**src/rtl/ook_frame_decoder_if.sv**
```systemverilog
// ook_frame_decoder_if: OOK line input and decoded-frame outputs of the frame decoder.
interface ook_frame_decoder_if #(
    parameter int PACKET_BITS = 40
);
    logic                   ook_in;
    logic [PACKET_BITS-1:0] packet_data;
    logic                   packet_valid;
    logic                   frame_error;
    logic                   busy;

    modport master (input ook_in, output packet_data, packet_valid, frame_error, busy);
    modport slave  (output ook_in, input packet_data, packet_valid, frame_error, busy);
endinterface

```
**src/rtl/ook_frame_decoder.sv**
```systemverilog
// ook_frame_decoder: measures OOK pulse widths, decodes PWM bits into a fixed-length frame.
// Optional deglitch stage enabled by OOK_DECODER_GLITCH_FILTER_EN.
module ook_frame_decoder #(
    parameter int UNIT_CYCLES = 4000,
    parameter int TOL_CYCLES  = 1000,
    parameter int PACKET_BITS = 40
) (
    input logic clk,
    input logic reset_n,
    ook_frame_decoder_if.master bus
);
    localparam int CW = $clog2(8 * UNIT_CYCLES + 1);
    localparam int BW = $clog2(PACKET_BITS + 1);
    localparam logic [CW-1:0] GAP_W  = CW'(8 * UNIT_CYCLES);
    localparam logic [CW-1:0] END_W  = CW'(4 * UNIT_CYCLES);
    localparam logic [CW-1:0] ONE_LO = CW'(UNIT_CYCLES - TOL_CYCLES);
    localparam logic [CW-1:0] ONE_HI = CW'(UNIT_CYCLES + TOL_CYCLES);
    localparam logic [CW-1:0] TWO_LO = CW'(2 * UNIT_CYCLES - TOL_CYCLES);
    localparam logic [CW-1:0] TWO_HI = CW'(2 * UNIT_CYCLES + TOL_CYCLES);
    localparam logic [BW-1:0] FULL   = BW'(PACKET_BITS);

    typedef enum logic [2:0] {IDLE, ARMED, SYNC, LOW, HIGH} state_t;

    state_t                 state;
    logic                   s1, s2, s, s_prev, edge_s, one_u, two_u, err, done;
    logic [CW-1:0]          cnt;
    logic [BW-1:0]          bit_cnt;
    logic [PACKET_BITS-1:0] shift;

    always_ff @(posedge clk or negedge reset_n)
        if (!reset_n) {s2, s1} <= 2'b00;
        else {s2, s1} <= {s1, bus.ook_in};

`ifdef OOK_DECODER_GLITCH_FILTER_EN
    logic [1:0] hist;
    // s1 is the newest of the four agreeing samples, so the filter adds exactly 3 cycles
    always_ff @(posedge clk or negedge reset_n)
        if (!reset_n) begin
            hist <= 2'b00;
            s    <= 1'b0;
        end else begin
            hist <= {hist[0], s2};
            if ({s1, s2, hist} == 4'b1111 || {s1, s2, hist} == 4'b0000) s <= s2;
        end
`else
    assign s = s2;
`endif

    assign edge_s = s != s_prev;
    assign one_u  = cnt >= ONE_LO && cnt <= ONE_HI;
    assign two_u  = cnt >= TWO_LO && cnt <= TWO_HI;
    assign done   = state == LOW && !edge_s && cnt == END_W && bit_cnt == FULL;

    always_comb
        err = state == SYNC ? edge_s && !one_u :
              state == LOW  ? (edge_s ? !(one_u || two_u) : cnt == END_W && bit_cnt != FULL) :
              state == HIGH ? (edge_s ? !(one_u || two_u) || bit_cnt == FULL : cnt > TWO_HI) :
              1'b0;

    always_ff @(posedge clk or negedge reset_n)
        if (!reset_n) begin
            state            <= IDLE;
            s_prev           <= 1'b0;
            cnt              <= '0;
            bit_cnt          <= '0;
            shift            <= '0;
            bus.packet_data  <= '0;
            bus.packet_valid <= 1'b0;
            bus.frame_error  <= 1'b0;
            bus.busy         <= 1'b0;
        end else begin
            s_prev           <= s;
            cnt              <= edge_s ? CW'(1) : cnt == GAP_W ? cnt : cnt + 1'b1;
            bus.packet_valid <= done;
            bus.frame_error  <= err;
            if (err) begin
                state    <= IDLE;
                shift    <= '0;
                bit_cnt  <= '0;
                bus.busy <= 1'b0;
            end else if (done) begin
                state           <= ARMED;
                bus.packet_data <= shift;
                bus.busy        <= 1'b0;
            end else begin
                case (state)
                    IDLE:  if (!s && cnt == GAP_W) state <= ARMED;
                    ARMED: if (edge_s && s) begin
                        state    <= SYNC;
                        bus.busy <= 1'b1;
                    end
                    SYNC:  if (edge_s) begin
                        state   <= LOW;
                        bit_cnt <= '0;
                        shift   <= '0;
                    end
                    LOW:   if (edge_s) state <= HIGH;
                    HIGH:  if (edge_s) begin
                        state   <= LOW;
                        shift   <= (shift << 1) | PACKET_BITS'(two_u);
                        bit_cnt <= bit_cnt + 1'b1;
                    end
                    default: state <= IDLE;
                endcase
            end
        end
endmodule
```
**src/flat_wrapper.sv**
```systemverilog
// flat-port wrapper written by rule: the top's interface ports become plain ports
module ook_frame_decoder_flat 
#(
    parameter int UNIT_CYCLES = 4000,
    parameter int TOL_CYCLES  = 1000,
    parameter int PACKET_BITS = 40
)
  (clk, reset_n, bus_ook_in, bus_packet_data, bus_packet_valid, bus_frame_error, bus_busy);
  ook_frame_decoder_if #(.PACKET_BITS(PACKET_BITS)) bus_i ();
  input logic clk;
  input logic reset_n;
  input wire logic [$bits(bus_i.ook_in)-1:0] bus_ook_in;
  output wire logic [$bits(bus_i.packet_data)-1:0] bus_packet_data;
  output wire logic [$bits(bus_i.packet_valid)-1:0] bus_packet_valid;
  output wire logic [$bits(bus_i.frame_error)-1:0] bus_frame_error;
  output wire logic [$bits(bus_i.busy)-1:0] bus_busy;
  assign bus_i.ook_in = bus_ook_in;
  assign bus_packet_data = bus_i.packet_data;
  assign bus_packet_valid = bus_i.packet_valid;
  assign bus_frame_error = bus_i.frame_error;
  assign bus_busy = bus_i.busy;
  ook_frame_decoder #(.UNIT_CYCLES(UNIT_CYCLES), .TOL_CYCLES(TOL_CYCLES), .PACKET_BITS(PACKET_BITS)) u_core (.clk(clk), .reset_n(reset_n), .bus(bus_i));
endmodule
```
**config.mk**
```make
export PLATFORM = sky130hd
export DESIGN_NAME = ook_frame_decoder_flat
export DESIGN_NICKNAME = d
export VERILOG_FILES = /design/src/rtl/ook_frame_decoder_if.sv /design/src/rtl/ook_frame_decoder.sv /design/src/flat_wrapper.sv
export SDC_FILE = /design/constraint.sdc
export NUM_CORES = 1
export LEC_CHECK = 0
export BUFFER_PORTS_ARGS = -buffer_cell sky130_fd_sc_hd__buf_2
export CAP_MARGIN = 10
export CORE_MARGIN = 2
export CORE_UTILIZATION = 35
export CTS_CLUSTER_DIAMETER = 80
export DETAILED_ROUTE_END_ITERATION = 6
export PLACE_DENSITY = 0.51
export RECOVER_POWER = 50
export SYNTH_ARGS = -nofsm -noshare
export SYNTH_HDL_FRONTEND = slang
export SYNTH_SLANG_ARGS = --single-unit
export TNS_END_PERCENT = 50
```
**constraint.sdc**
```tcl
create_clock -name clk -period 5.2 [get_ports clk]
set_clock_uncertainty 0.1 [all_clocks]
set_input_delay 0.26 -clock clk [delete_from_list [all_inputs] [get_ports clk]]
set_output_delay 0.26 -clock clk [all_outputs]
set_load 0.1 [all_outputs]
```
==> results.json <==
{
  "dieArea_sq_um": 15400,
  "synth_cells": 566,
  "violations": "negative hold slack, max-capacitance violations, max-slew violations",
  "antenna_left": 0,
  "r2r-end": "u_core.bit_cnt[3]$_DFFE_PN0P_",
  "crit_path_end_kind": "register",
  "drtPass1Iterations": 4,
  "grt_pass1_vias": 3899,
  "critPathLaunchType": "register",
  "vias": 3908,
  "fp.dieH_microns": 124.1,
  "drive_above_1_share_pct": 9.628,
  "rsz0062_at_grt": "false",
  "clock_path_buffers": 2,
  "crit_required_ps": 5330,
  "io_buffers": 45,
  "finalSetupViolCount": 0,
  "final_nets": 596,
  "finalHoldWorstSlack_ps": -37.61,
  "synth_cell_types": 52,
  "place_hpwl_microns": 7012,
  "yosysSeqAreaShare_pct": 54.52,
  "worstPathMaxFanout": 29,
  "tightestPinTransition_ps": 1673,
  "post-cts-setup-buffers": 0,
  "synthArstFlopShare_pct": 100.0,
  "netlist_area_sq_um": 5049,
  "fin_tns_setup_ps": 0,
  "cts_tree": "yes",
  "vias_per_cell": 5.062,
  "die_w_microns": 124.1,
  "powerDensity_nw_per_um2": 284.3,
  "status": "finished with violations",
  "fin_util_pct": 40.43,
  "cts-root-buf": "clkbuf_16",
  "synthToLayoutAreaGrowth_pct": 12.02,
  "fmax_ghz": 0.2842,
  "ios": 46,
  "multi_input_area_sq_um": 2085,
  "synth.avg_cell_area_sq_um": 8.920,
  "drcViolationCount": 0,
  "peakVddDrop_mv": 0.1693,
  "ys_ff_latch": 110,
  "yosys_warnings": 0,
  "wirelength_microns": 11170,
  "yosysTopAreaCell": "dfrtp_1",
  "core.rowCount": 43,
  "r2r_start": "u_core.cnt[0]$_DFFE_PN0P_",
  "antenna_found_initial": 0,
  "wl_per_cell_microns": 14.47,
  "cts.reportedPaths.clkPinSlew_ps": 70,
  "crit_path_end": "u_core.bit_cnt[3]$_DFFE_PN0P_",
  "fin_area_sq_um": 5655,
  "yosysMostFrequentCell": "nand2_1",
  "startpoint": "u_core.cnt[0]$_DFFE_PN0P_",
  "power_leakage_nw": 2.684,
  "ctsHoldBuffers": 1,
  "antenna_cells": 0,
  "gr-total-overflow": 0,
  "synthTopCellsByArea": "dfrtp_1 55%, nand2_1 13%, nand3_1 5.1%, a21oi_1 5.0%, clkbuf_1 2.0%",
  "cts_max_level": 3,
  "slew_headroom_pct": -11.55,
  "fin_crit_ps": 3518,
  "post_cts_resized": 0,
  "regArea_sq_um": 2753,
  "core_sq_um": 13990,
  "clock_latency_ps": 360,
  "clkSinkCount": 110,
  "synth_top_flop_cell": "dfrtp_1",
  "placed_cell_area_sq_um": 5369,
  "path_class": "reg2reg",
  "slew_violations": 32,
  "rrSetupSlack_ps": 1680,
  "synth_top_area_share_pct": 54.52,
  "grt_pass1_wl_microns": 19180,
  "reg2reg_depth": 9,
  "fillerInstances": 1411,
  "drtIter0Drc": 326,
  "cap_violations": 1,
  "track_usage_pct": 15.80,
  "hold_class": "in2async",
  "initial_core_util_pct": 36.09,
  "post-route-period-util_pct": 67.66,
  "synth.net_count": 574,
  "arrival_ps": 3650,
  "grt_max_degree": 81,
  "synth_commonest_cells": "180 x nand2_1, 110 x dfrtp_1, 51 x nand3_1, 50 x a21oi_1, 27 x clkbuf_1",
  "synth-edff-count": 0,
  "hold_violations": 52,
  "gp_congestion": 0.8160,
  "cts_buffers": 9
}
[per-layer routing]
metal	up-vias	share of wire (%)	GRT usage (%)
met3	14	3.7	4.579
met2	68	47	25.10
met5	-	0	0
met4	0	1.5	5.056
met1	1896	48	20.79
li1	1930	-	-
[cell families (layout without fill, tap and decap cells)]
kind of cell | Yosys count | in the layout | share of synthesized area, %
AOI/OAI and AO/OA | 87 | 87 | 10.43
xor gates and xnor gates | 11 | 11 | 1.908
adders and majority gates | 5 | 5 | 1.239
buffers and inverters | 50 | 76 | 4.362
DFF | 110 | 110 | 54.52
muxes | 2 | 2 | 0.3965
and+or+nand+nor | 301 | 301 | 27.14
[area by class of cell]
cell class,count,share of cell area (%)
Sequential cell,110,48.67
Timing Repair Buffer,54,4.934
Multi-Input combinational cell,406,36.86
Inverter,7,0.4646
Tap cell,180,3.982
Clock buffer,10,4.049
Clock inverter,5,1.040
[through the flow]
stage	setup slack (ps)	hold slack [ps]	std cells	power (mW)
2_1_floorplan	2627	-135.6	566	0.9158
3_3_place_gp	1730	274.0	755	0.9411
3_5_place_dp	1658	272.9	755	0.9427
4_1_cts	1641	9.610	771	1.637
5_1_grt	1460	62.37	772	1.679
6_report	1682	-37.61	772	1.608
[worst max-delay path, cell delays in order, from the launching register on]
cell and delay, ps:
dfrtp_1 420, inv_1 70, ha_1 130, or4b_4 490
nor4_2 600, a21bo_1 200, nand2b_1 110, o211a_1 760
buf_4 410, nor3_1 100
[worst min path at each step]
stage	start	to	slack [ps]	depth (start not counted)
final	reset_n	u_core.cnt[3]$_DFFE_PN0P_	-40	1
after global routing	reset_n	u_core.cnt[3]$_DFFE_PN0P_	60	1
after CTS	reset_n	u_core.cnt[6]$_DFFE_PN0P_	10	1
after detailed placement	u_core.s1$_DFF_PN0_	u_core.s$_DFF_PN0_	270	0
after global placement	bus_ook_in	u_core.s1$_DFF_PN0_	270	1
after floorplan	reset_n	u_core.bit_cnt[0]$_DFFE_PN0P_	-140	0
[sequential cells by signal, indices dropped and copies added, names as in the netlist]
register and flops:
u_core.s 1, u_core.s_prev 1, u_core.bus.frame_error 1, u_core.bus.packet_valid 1
u_core.bit_cnt 6, u_core.bus.busy 1, u_core.shift 40, u_core.s1 1
u_core.state 3, u_core.cnt 15, u_core.bus.packet_data 40
[where the power goes]
part | switching, mW | internal, mW | total (mW)
logic | 0.0349 | 0.0183 | 0.0532
registers | 0.00884 | 0.862 | 0.871
clock network | 0.312 | 0.372 | 0.684
total | 0.356 | 1.25 | 1.61
[layout by cell type, fill, tap and decap left out, types with 3 or more instances in the layout]
cell       synthesis  final
dfrtp_1          110    110
inv_1              7      7
and2_1            12     12
xnor2_1            9      9
o21ai_0           10     10
buf_4              0      7
ha_1               5      5
nor2_1            18     18
clkbuf_16          0      9
a21boi_0           3      3
nand4_1            3      3
buf_2             14     26
a21oi_1           50     50
nand2_1          180    180
nor3_1             3      3
and3_1             5      5
clkbuf_1          27     20
nor4_1             5      5
or3_1              3      3
nand3_1           51     51
nor2b_1            4      4
Power figures use the tool's default switching activity.
